$ cat config.mk
export PLATFORM = sky130hd
export DESIGN_NAME = qracc_bitserial_mac
export DESIGN_NICKNAME = d
export VERILOG_FILES = /design/src/rtl/qracc_bitserial_mac.sv
export SDC_FILE = /design/constraint.sdc
export NUM_CORES = 2
export LEC_CHECK = 0
export CAP_MARGIN = 20
export CORE_AREA = 10 10 705 707
export DETAILED_ROUTE_END_ITERATION = 12
export DIE_AREA = 0 0 715 717
export HOLD_SLACK_MARGIN = 0.12
export PLACE_DENSITY = 0.5
export SYNTH_ARGS = -nofsm -noshare
export SYNTH_HDL_FRONTEND = slang
export SYNTH_SLANG_ARGS = --single-unit
$ cat constraint.sdc
create_clock -name clk -period 36.5 [get_ports clk]
set_clock_uncertainty 0.1 [all_clocks]
set_input_delay 9.125 -clock clk [delete_from_list [all_inputs] [get_ports clk]]
set_output_delay 9.125 -clock clk [all_outputs]
set_load 0.1 [all_outputs]
$ cat src/rtl/qracc_bitserial_mac.sv
// Bit-serial MAC sequencer: streams one multi-bit input vector into the array one
// bit plane per cycle (LSB first) and shift-accumulates the per-column ADC codes.
module qracc_bitserial_mac #(
  parameter int  numRows      = 128,
  parameter int  numCols      = 32,
  parameter int  numAdcBits   = 4,
  parameter int  maxInputBits = 8,
  parameter int  numCfgBits   = 8,
  parameter int  adcLatency   = 1,
  localparam int accBits      = numAdcBits + maxInputBits + 1
) (
  input  logic                            clk,
  input  logic                            rst,
  input  logic [numCfgBits-1:0]           n_input_bits_cfg,
  input  logic                            signed_cfg,
  input  logic                            binary_cfg,
  input  logic                            x_valid_i,
  output logic                            x_ready_o,
  input  logic [numRows*maxInputBits-1:0] x_data_i,
  output logic                            mac_en_o,
  output logic [numRows-1:0]              data_p_o,
  output logic [numRows-1:0]              data_n_o,
  input  logic [numCols*numAdcBits-1:0]   adc_out_i,
  output logic                            out_valid_o,
  input  logic                            out_ready_i,
  output logic [numCols*accBits-1:0]      out_data_o
);

  localparam int idxBits = (maxInputBits > 1) ? $clog2(maxInputBits) : 1;
  localparam logic [numCfgBits-1:0] maxCfg = numCfgBits'(maxInputBits);

  typedef enum logic [1:0] {IDLE, DRIVE, DRAIN, OUT} state_t;

  state_t state, state_next;
  logic   x_ready, mac_en, out_valid, accept, last_code;

  logic [maxInputBits-1:0] x_reg [numRows];
  logic [idxBits-1:0]      n_last, plane, cfg_last;
  logic [numCfgBits-1:0]   cfg_minus1;
  logic                    signed_mode, binary_mode;

  logic                    tag_valid [adcLatency];
  logic                    tag_last  [adcLatency];
  logic [idxBits-1:0]      tag_idx   [adcLatency];

  logic signed [accBits-1:0] acc  [numCols];
  logic signed [accBits-1:0] term [numCols];
  logic [numAdcBits-1:0]     code;

  assign accept    = x_valid_i & x_ready;
  assign last_code = tag_valid[adcLatency-1] & tag_last[adcLatency-1];

  always_ff @(posedge clk) begin
    if (rst) state <= IDLE;
    else     state <= state_next;
  end

  always_comb begin
    state_next = state;
    x_ready    = 1'b0;
    mac_en     = 1'b0;
    out_valid  = 1'b0;
    case (state)
      IDLE: begin
        x_ready = 1'b1;
        if (x_valid_i) state_next = DRIVE;
      end
      DRIVE: begin
        mac_en = 1'b1;
        if (plane == n_last) state_next = DRAIN;
      end
      DRAIN: begin
        if (last_code) state_next = OUT;
      end
      OUT: begin
        out_valid = 1'b1;
        if (out_ready_i) state_next = IDLE;
      end
      default: state_next = IDLE;
    endcase
  end

  // Reset forces every output to its idle value combinationally, even mid-transaction.
  assign x_ready_o   = x_ready & ~rst;
  assign mac_en_o    = mac_en & ~rst;
  assign out_valid_o = out_valid & ~rst;

  // Zero and out-of-range precisions clamp to 1 and maxInputBits planes.
  always_comb begin
    cfg_minus1 = n_input_bits_cfg - numCfgBits'(1);
    if (n_input_bits_cfg == '0)         cfg_last = '0;
    else if (n_input_bits_cfg > maxCfg) cfg_last = idxBits'(maxInputBits - 1);
    else                                cfg_last = idxBits'(cfg_minus1);
  end

  always_ff @(posedge clk) begin
    if (rst) begin
      plane       <= '0;
      n_last      <= '0;
      signed_mode <= 1'b0;
      binary_mode <= 1'b0;
      for (int r = 0; r < numRows; r++) x_reg[r] <= '0;
    end else if (accept) begin
      plane       <= '0;
      n_last      <= cfg_last;
      signed_mode <= signed_cfg;
      binary_mode <= binary_cfg;
      for (int r = 0; r < numRows; r++)
        x_reg[r] <= x_data_i[r*maxInputBits +: maxInputBits];
    end else if (state == DRIVE) begin
      plane <= plane + idxBits'(1);
    end
  end

  // Each driven plane carries its index through a delay line matching the ADC latency.
  always_ff @(posedge clk) begin
    if (rst) begin
      for (int k = 0; k < adcLatency; k++) begin
        tag_valid[k] <= 1'b0;
        tag_last[k]  <= 1'b0;
        tag_idx[k]   <= '0;
      end
    end else begin
      tag_valid[0] <= (state == DRIVE);
      tag_last[0]  <= (plane == n_last);
      tag_idx[0]   <= plane;
      for (int k = 1; k < adcLatency; k++) begin
        tag_valid[k] <= tag_valid[k-1];
        tag_last[k]  <= tag_last[k-1];
        tag_idx[k]   <= tag_idx[k-1];
      end
    end
  end

  always_comb begin
    code = '0;
    for (int c = 0; c < numCols; c++) begin
      code    = adc_out_i[c*numAdcBits +: numAdcBits];
      term[c] = {{(accBits-numAdcBits){code[numAdcBits-1]}}, code} << tag_idx[adcLatency-1];
    end
  end

  // In signed mode the MSB plane carries negative weight.
  always_ff @(posedge clk) begin
    if (rst || accept) begin
      for (int c = 0; c < numCols; c++) acc[c] <= '0;
    end else if (tag_valid[adcLatency-1]) begin
      for (int c = 0; c < numCols; c++)
        acc[c] <= (signed_mode && tag_last[adcLatency-1]) ? acc[c] - term[c] : acc[c] + term[c];
    end
  end

  always_comb begin
    data_p_o = '0;
    data_n_o = '0;
    if (mac_en_o) begin
      for (int r = 0; r < numRows; r++) begin
        data_p_o[r] = x_reg[r][plane];
        data_n_o[r] = ~x_reg[r][plane] & ~binary_mode;
      end
    end
  end

  always_comb begin
    out_data_o = '0;
    if (!rst) begin
      for (int c = 0; c < numCols; c++) out_data_o[c*accBits +: accBits] = acc[c];
    end
  end

endmodule

==> metrics.md <==
| Metric | Value |
|---|---|
| WL final | 484000 µm |
| Max-slew violations | 0 |
| P per Cell Area | 68.2 mW/mm² |
| Layout cells sized above 1 | 7.65% |
| Largest net degree at the start of global routing | 185 |
| FF-to-FF path depth | 17 |
| Slew headroom | 22.4% |
| Setup_tns | 0 ns |
| Top FF cell, synth | edfxtp_1 |
| Post-synth EDFFs | 1440 |
| WP depth | 7 |
| Layout Nets | 12800 |
| Global Route Usage Sum | 17.9% |
| GPL Wtd Cong | 0.866 |
| Hold EP | n_last[2] |
| Syn nets | 11400 |
| Most Crowded Layer GR | met2 |
| Slew @ Worst Pin | 1.14 ns |
| Synthesized flop and latch total | 1455 |
| Detail Route Antenna Nets | 0 |
| Mapped Area | 0.100 mm² |
| Max FFs per register | 1024 |
| Number of DRC markers in iteration 0 | 6808 |
| Top-area cell type share of the netlist area | 43.2% |
| Synth cell types | 96 |
| Kind of critical path | in2out |
| Antenna violations before repair | 286 |
| Setup bufs post-CTS | 0 |
| Worst Hold Class | reg2reg |
| Min-delay src | n_last[2] |
| Area post-placement | 0.125 mm² |
| Critical Path AT | 13.13 ns |
| Status | complete, no violations |
| Syn Inst Count | 9736 |
| Die area | 0.513 mm² |
| Synth Warn # | 0 |
| CP required | 27.28 ns |
| Detail Placement HPWL | 377000 µm |
| Gr ovfl total | 0 |
| Avg WL per Cell | 27.0 µm |
| Critical path fanouts, max | 75 |
| Die Wd | 715 µm |
| Max-Cap Viols | 0 |
| Routed via count | 82800 |
| Crit path capture type | primary output |
| Root buffer cell | clkbuf_16 |
| CTS Buffer Depth | 4 |
| Max Fclk | 44.7 MHz |
| Met2 Use GR | 31.8% |
| Met1 GRT Util | 21.5% |
| First-pass iteration count of the detailed router | 6 |
| RR Startpoint | tag_idx[0][1] |
| Minimum clock period | 22.36 ns |
| Global-route wire length before repair | 654000 µm |
| CTS clock-pin slew for the worst setup and hold paths | 0.05 ns |
| Peak VDD IR | 0.0425 mV |
| Pleak | 47.2 nW |
| Area leader, netlist | edfxtp_1 |
| Met3 usage | 4.17% |
| CP max-delay cell | clkdlybuf4s50_1 |
| Final Hold Viols | 0 |
| Asr flop ratio synth | 0% |
| Startpoint Class | input pin |
| Register area share after synthesis | 43.5% |
| CTS tree | done |
| Htree depth | 4 |
| Die H | 717 µm |
| # hold bufs at CTS | 0 |
| Reg-to-reg setup timing slack | 30.31 ns |
| DRC Markers | 0 |
| Final Power | 8.98 mW |
| Final Cycle Share | 61.3% |
| Post_cts resized | 0 |
| Dpl cells | 17400 |
| Hold path depth | 1 |
| Delay-heaviest family, CP | buffers and inverters |
| Vias in the first global route | 80000 |
| Port buffer count | 1840 |
| # setup viols final | 0 |
| Post-Layout Cell Count | 17900 |
| Finished Cell Area | 0.132 mm² |
| RSZ-0062 raised after global routing | no |
| I/O pins | 1841 |
| Crit path top cell by count | buf_4 |
| Initial Util | 20.8% |
| Area grow syn2layout | 31.4% |
| CTS Buf Count | 190 |
| WP buf/inv | 6 |
| Crit-path cells | buf_8, buf_4, buf_4, buf_4, buf_4, nor2b_1, clkdlybuf4s50_1 |
| Top post-synthesis cells by area | edfxtp_1 43%, nor2b_1 6.3%, mux4_2 5.9% |
| Worst skew pair latency | 0.93 ns |
| Worst stage delay on the critical path | 1.00 ns |
| Reg2reg end | acc[1][116] |
| Vias/cell | 4.62 |
| Core area | 0.482 mm² |
| # rows | 255 |
| Clock sinks | 1455 |
| Avg Inst Size Synth | 10.3 µm² |
-- worst register-to-register path, stage by stage, from the launching register on --
cell and delay [ns]:
dfxtp_4 0.72, buf_4 0.68, buf_4 0.74, nor2_4 0.24
buf_4 0.36, nand2_1 0.31, nand2_1 0.08, a21oi_1 0.32
nor3_1 0.08, a211o_1 0.29, o21ai_0 0.08, ha_1 0.31
and3_1 0.21, and3_1 0.19, a2111oi_0 0.85, nor3_1 0.13
o21ai_0 0.19, nand2_1 0.06
-- kinds of logic after synthesis --
group	count (synthesis)	synth area share, %
adders and majority gates	456	5.94
DFF	1455	43.5
AOI/OAI and AO/OA	2016	13.1
and+or+nand+nor	3875	20.7
xor gates and xnor gates	521	4.58
muxes	518	8.51
buffers and inverters	895	3.75
-- layer usage --
metal  vias up  part of all wire (%)
met4       104                   3.0
met5         -                  0.15
li1      38500                     -
met1     40600                    40
met3       721                   6.6
met2      2855                    50
-- report_power, final --
group,switching [mW],internal (mW)
clock,0.816,1.09
sequential,0.347,2.40
combinational,2.80,1.52
total,3.96,5.01
-- cells in the final DEF (no fill, tap or decap), types with 159 or more instances in the layout --
cell type,synthesis,layout
nor3_1,170,169
mux2i_1,229,206
nor2b_1,1004,1002
clkdlybuf4s50_1,0,1828
nor2_1,1015,1008
xor2_1,231,231
o21ai_0,399,399
edfxtp_1,1440,1440
a21oi_1,591,590
buf_4,36,159
ha_1,424,424
nor3b_1,180,180
and2_1,584,580
nand2_1,416,412
xnor2_1,288,288
mux4_2,264,264
inv_1,173,170
clkbuf_16,0,190
-- stage by stage --
stage	setup slack [ns]	util (%)	hold slack, ns
after floorplan	0.542	-	0.371
final	14.14	27.3	0.405
after global placement	13.96	26.0	0.395
after global routing	13.79	27.3	0.430
after detailed placement	14.04	26.0	0.397
after CTS	14.04	27.2	0.410
-- how the worst max path moves through the flow --
stage	start	to	slack, ns
after floorplan	x_valid_i	x_reg[0][0]	0.54
after global placement	rst	out_data_o[13]	13.96
after detailed placement	rst	out_data_o[129]	14.04
after CTS	rst	out_data_o[129]	14.04
after global routing	rst	out_data_o[21]	13.79
final	rst	out_data_o[21]	14.14
-- cell type report --
type                    count  area (µm²)
clock inverters           129        1260
diodes                    122         305
well taps                6425        8040
repair buffers           2000       19700
flip-flops and latches   1455       43600
multi-input cells        7386       53100
fillers                 50900      350000
inverters                 174         672
clock buffers             217        4860
-- cell usage after synthesis, drive strengths merged (22+ instances only) --
cell	n
a2111oi	22
a211o	32
a211oi	147
a21boi	31
a21o	86
a21oi	591
a22oi	57
a31oi	48
and2	589
and3	72
buf	235
clkbuf	486
edfxtp	1440
fa	32
ha	424
inv	174
mux2	25
mux2i	229
mux4	264
nand2	418
nand2b	135
nand3	113
nor2	1015
nor2b	1004
nor3	172
nor3b	182
nor4	29
o2111ai	24
o211ai	71
o21a	109
o21ai	413
o21bai	55
o22ai	29
o31a	33
o31ai	66
or2	27
or3	46
xnor2	288
xor2	231
Power figures use the tool's default switching activity.
